<file path="src/rtl/fifo_rd_downsizer.sv">
// Drains wide words from a show-ahead FIFO read port and replays them as a narrow
// valid/ready stream, RATIO slices per word, with tlast marking every FRAME_WORDS words.
module fifo_rd_downsizer #(
  parameter int OUT_WIDTH   = 8,
  parameter int RATIO       = 4,
  parameter int FIFO_WIDTH  = OUT_WIDTH * RATIO,
  parameter int FRAME_WORDS = 16,
  parameter bit MSB_FIRST   = 1'b0
) (
  input  logic                  rd_clk_i,
  input  logic                  rst_i,
  input  logic                  clear_i,
  input  logic [FIFO_WIDTH-1:0] fifo_data_i,
  input  logic                  fifo_empty_i,
  output logic                  fifo_rd_o,
  output logic [OUT_WIDTH-1:0]  tdata_o,
  output logic                  tvalid_o,
  input  logic                  tready_i,
  output logic                  tlast_o
);

  localparam int SW = (RATIO > 1) ? $clog2(RATIO) : 1;
  localparam int WW = (FRAME_WORDS > 1) ? $clog2(FRAME_WORDS) : 1;
  localparam logic [SW-1:0] SLICE_LAST = SW'(RATIO - 1);
  localparam logic [WW-1:0] WORD_LAST  = WW'(FRAME_WORDS - 1);

  logic [FIFO_WIDTH-1:0] word_reg;
  logic                  word_vld_reg;
  logic [SW-1:0]         slice_cnt_reg;
  logic [WW-1:0]         word_cnt_reg;
  logic [WW-1:0]         word_cnt_next;

  logic [OUT_WIDTH-1:0]  slices [RATIO];
  logic [OUT_WIDTH-1:0]  tdata_mux;
  logic                  accept;
  logic                  last_slice;
  logic                  last_acc;

  // Slice table in emission order, so the output mux only ever indexes by slice_cnt.
  for (genvar gi = 0; gi < RATIO; gi++) begin : g_slice
    if (MSB_FIRST) begin : g_msb
      assign slices[gi] = word_reg[(RATIO-1-gi)*OUT_WIDTH +: OUT_WIDTH];
    end else begin : g_lsb
      assign slices[gi] = word_reg[gi*OUT_WIDTH +: OUT_WIDTH];
    end
  end

  always_comb begin
    tdata_mux = '0;
    for (int i = 0; i < RATIO; i++) begin
      if (slice_cnt_reg == SW'(i)) tdata_mux = slices[i];
    end
  end

  assign accept     = word_vld_reg & tready_i;
  assign last_slice = (slice_cnt_reg == SLICE_LAST);
  assign last_acc   = accept & last_slice;

  // Gated by rst_i too, so a held reset never pops the FIFO behind the drain's back.
  assign fifo_rd_o = ~rst_i & ~fifo_empty_i & ~clear_i & (~word_vld_reg | last_acc);

  assign tvalid_o = word_vld_reg;
  assign tdata_o  = tdata_mux;
  assign tlast_o  = word_vld_reg & last_slice & (word_cnt_reg == WORD_LAST);

  always_comb begin
    word_cnt_next = word_cnt_reg;
    if (last_acc) begin
      word_cnt_next = (word_cnt_reg == WORD_LAST) ? '0 : word_cnt_reg + WW'(1);
    end
  end

  always_ff @(posedge rd_clk_i or posedge rst_i) begin
    if (rst_i) begin
      word_reg      <= '0;
      word_vld_reg  <= 1'b0;
      slice_cnt_reg <= '0;
      word_cnt_reg  <= '0;
    end else if (clear_i) begin
      word_vld_reg  <= 1'b0;
      slice_cnt_reg <= '0;
      word_cnt_reg  <= '0;
    end else begin
      if (fifo_rd_o) begin
        // Pop and load on the same edge keeps words back-to-back with no bubble.
        word_reg      <= fifo_data_i;
        word_vld_reg  <= 1'b1;
        slice_cnt_reg <= '0;
      end else if (last_acc) begin
        word_vld_reg  <= 1'b0;
        slice_cnt_reg <= '0;
      end else if (accept) begin
        slice_cnt_reg <= slice_cnt_reg + SW'(1);
      end
      word_cnt_reg <= word_cnt_next;
    end
  end

endmodule

</file>
<file path="config.mk">
export PLATFORM = sky130hd
export DESIGN_NAME = fifo_rd_downsizer
export DESIGN_NICKNAME = d
export VERILOG_FILES = /design/src/rtl/fifo_rd_downsizer.sv
export SDC_FILE = /design/constraint.sdc
export NUM_CORES = 1
export LEC_CHECK = 0
export ABC_CLOCK_PERIOD_IN_PS = 2300
export BUFFER_PORTS_ARGS = -buffer_cell sky130_fd_sc_hd__buf_2
export CAP_MARGIN = 10
export CORE_UTILIZATION = 43
export DETAILED_ROUTE_END_ITERATION = 8
export GPL_TIMING_DRIVEN = 0
export HOLD_SLACK_MARGIN = 0.12
export PLACE_DENSITY_LB_ADDON = 0.05
export SYNTH_ARGS = -nofsm -noshare
export SYNTH_HDL_FRONTEND = slang
export SYNTH_SLANG_ARGS = --single-unit
export TNS_END_PERCENT = 10
</file>
<file path="constraint.sdc">
create_clock -name rd_clk_i -period 2.3 [get_ports rd_clk_i]
set_input_delay 0.46 -clock rd_clk_i [delete_from_list [all_inputs] [get_ports rd_clk_i]]
set_output_delay 0.46 -clock rd_clk_i [all_outputs]
set_load 0.02 [all_outputs]
</file>
==> out/results.env <==
RUN_STATUS='completed'
DIODES=0
VIAS_IN_THE_FIRST_GLOBAL_ROUTE=1454
MAX_REG_FLOPS=32
TIMING.SLEW.HEADROOM_PCT=46.2
REPORT.FINAL.SETUP_VIOL=0
WL_PER_CELL_UM=15.5
TIMING.CRITICAL_PATH.FROM_TYPE='flip-flop'
CRITICAL_PATH.CELL_CHAIN='buf_4, ha_4, clkbuf_8, a21oi_1, o21ai_1, a22o_1, buf_2'
WORSTHOLDPATHTYPE='input port to async pin'
FIN_CRIT_PS=2270
POSTSYNTHREGISTERBITS=39
CLOCK-SINKS=39
DESIGN.CORE.AREA_UM2=4380
START_UTIL_PCT=45.2
ROUTABILITY_CONGESTION_ESTIMATE=0.760
FINAL_COMMON_CELL='buf_2'
PLACEMENTROWS=24
HOLD_VIOL_FINAL=0
HPWL_MM=2.98
PATH_DELAY_FAMILY='buffers and inverters'
FIN_HOLD_WS_PS=347
SYNTH_COMPOUND_AREA_SHARE_PCT=12.4
YS_SEQ_AREA_SHARE_PCT=49.2
LARGEST_NET_DEGREE_AT_THE_START_OF_GLOBAL_ROUTING=40
CRITPATHMAXFANOUT=10
RSZ0062_AT_GRT='yes'
SYN-MEAN-INSTANCE-AREA_UM2=11.9
YOSYS.AREA_SHARE.ADDER_PCT=3.16
FINALWIRELENGTH_MM=4.25
SYNTH_FP_NETS=208
IO_BUFFERS=46
SYNTH_XOR_XNOR_AREA_SHARE_PCT=0.442
VIA_COUNT=1422
MAXSLEWVIOLCOUNT=0
DIE_AREA_UM2=4880
SYNTH_MUX_AREA_SHARE_PCT=23.5
LAYOUT.CELLS.MOST_COMMON_LIST='buf_2 (46), dfrtp_1 (38), mux2_4 (20), a21oi_1 (19), nand2_1 (12)'
FILL_CELLS=405
POWER.DENSITY_CELL_AREA_nW_PER_UM2=746
CLOCKBUFFERDEPTH=2
FMAX_MHz=440
CTS.REPORTEDPATHS.CLKPINSLEW_PS=80
GRT_PASS1_WL_MM=6.88
FIN_CRIT_SH_PCT=98.8
POST-ROUTE-DRC-COUNT=0
DETAILEDROUTE.FIRSTITERATIONVIOLATIONS=73
DIE_HEIGHT_UM=69.9
DRT_FIRST_PASS_ITERS=4
DIE_W_UM=69.9
GLOBAL_ROUTE.USAGE.TOTAL_PCT=18.3
ANTENNA_LEFT=0
FIN_SKEW_PS=6.95
TIMING_WORST_SLEW_PIN_VALUE_PS=806
FLOORPLAN.IO_PINS=48
CTS_MADE_BUFFERS=5
YOSYSWARNINGCOUNT=0
MAXCAPVIOLATIONS=0
WORST_SETUP_PATH_END_KIND='output pin'
FINAL_NETS=264
PATH_BUF_INV=3
POST_SYNTH_NUM_CELL_TYPES=24
MAX_STAGE_DELAY_PS=440
LAYOUT-AREA-OVERHEAD-VS-SYNTH_PCT=25.6
TRITONCTS='done'
SYNTH_TOP_FAMILY_BY_AREA='multiplexers'
ROUTED_VIA_DENSITY=5.17
CTS_MAX_LEVEL=2
TIMING.CRITICAL_PATH.REQUIRED_PS=1840
CRITICAL_PATH_START_END_CLASSIFICATION='flip-flop to output pin'
GRT_ANTENNA_BEFORE_REPAIR=0
DRIVE_ABOVE_1_SHARE_PCT=46.6
SYN-INSTANCE-COUNT=166
WORST_IR_DROP_VDD_V=0.000450
CRIT_PATH_TOP_DELAY_CELL='dfrtp_1'
POST_SYNTH_INSTANCE_AREA_UM2=1980
SYNTH-SIMPLE-AREA-SHARE_PCT=5.74
TNS_PS=0
WORSTPATHARRIVAL_PS=1810
LEAKAGE_nW=1.21
WORST_SKEW_PAIR.LATE_LATENCY_PS=290
GRT.OVERFLOW.TOTAL=0
CTS_ROOT_BUFFER='clkbuf_8'
-- routing by layer --
layer,GRT usage (%),wire (um)
met4,6.67,63
met5,0,0
met2,29.6,2040
met3,4.18,186
met1,24.0,1960
-- final timing paths --
path                                        from                to  slack [ps]  cells after the start
min in group rd_clk_i             fifo_data_i[4]       word_reg[4]         380                      2
worst min-delay path                       rst_i          tvalid_o         350                      2
worst max-delay path            slice_cnt_reg[1]        tdata_o[4]          30                      7
worst max register to register  slice_cnt_reg[0]      word_reg[14]         310                      6
worst min register to register      word_reg[31]      word_reg[31]         490                      1
max in group asynchronous                  rst_i  slice_cnt_reg[0]        1400                      2
-- cells by family after synthesis --
kind of cell,Yosys count
flip-flops,39
AO/OA/AOI/OAI,38
multiplexers,35
AND/OR/NAND/NOR,25
buffers and inverters,23
adder cells (fa/ha/maj),5
XOR/XNOR,1
-- report_power, final --
group / internal [mW] / total, mW / leakage [nW] / switching [mW]
combinational: 0.251 / 0.451 / 0.686 / 0.199
sequential: 0.817 / 0.894 / 0.475 / 0.0767
clock: 0.273 / 0.513 / 0.0505 / 0.240
-- cells in the mapped netlist --
cell	count	share of area, %
a2111oi_4	1	1.4
inv_1	12	2.3
buf_6	3	1.7
nor3_1	2	0.51
mux2_2	6	3.4
a22o_1	8	3.5
o21ai_0	9	2.3
nand2_1	12	2.3
ha_1	5	3.2
a21oi_1	19	4.8
dfrtp_1	39	49
a31o_2	1	0.44
mux2_1	6	3.4
xor2_1	1	0.44
mux2i_1	3	1.5
buf_1	1	0.19
nand4_1	2	0.63
nand3_1	2	0.51
nor2_1	4	0.76
nand2_2	1	0.32
clkbuf_1	7	1.3
mux2_4	20	15
or3_1	1	0.32
or3b_2	1	0.44
-- metrics by stage --
step           instance area, um2  util [%]  power [mW]  cells  setup slack (ps)
4_1_cts                      2410      55.1        1.87    271             -12.9
2_1_floorplan                1980         -        1.21    166               274
3_3_place_gp                 2280      51.9        1.33    264             -89.5
3_5_place_dp                 2280      51.9        1.34    264              -140
6_report                     2490      56.8        1.86    275              27.1
5_1_grt                      2490      56.8        1.97    275             -27.3
-- worst reg2reg max path, stage by stage, from the launching register on --
cell and delay, ps:
dfrtp_2 460, ha_4 180, nand2_2 60, a2111oi_4 390, buf_4 260, buf_6 200
mux2_4 320
-- area by class of cell --
type | count | area [um2] | share of cell area, %
Sequential cell | 39 | 977 | 39.2
Multi-Input combinational cell | 104 | 947 | 38.0
Timing Repair Buffer | 51 | 268 | 10.8
Clock buffer | 7 | 96.3 | 3.87
Buffer | 9 | 83.8 | 3.37
Tap cell | 52 | 65.1 | 2.61
Inverter | 12 | 45.0 | 1.81
Clock inverter | 1 | 7.51 | 0.302
-- timing repair --
action / 4_1_cts / 5_1_grt
buffers inserted: 1 / 4
cloned: 0 / 0
hold buffers: 0 / 0
pin swaps: 1 / 0
endpoints found under the setup margin: 10 / 9
gates resized for setup: 13 / 14
No activity file was read; power rests on OpenSTA's default activity.
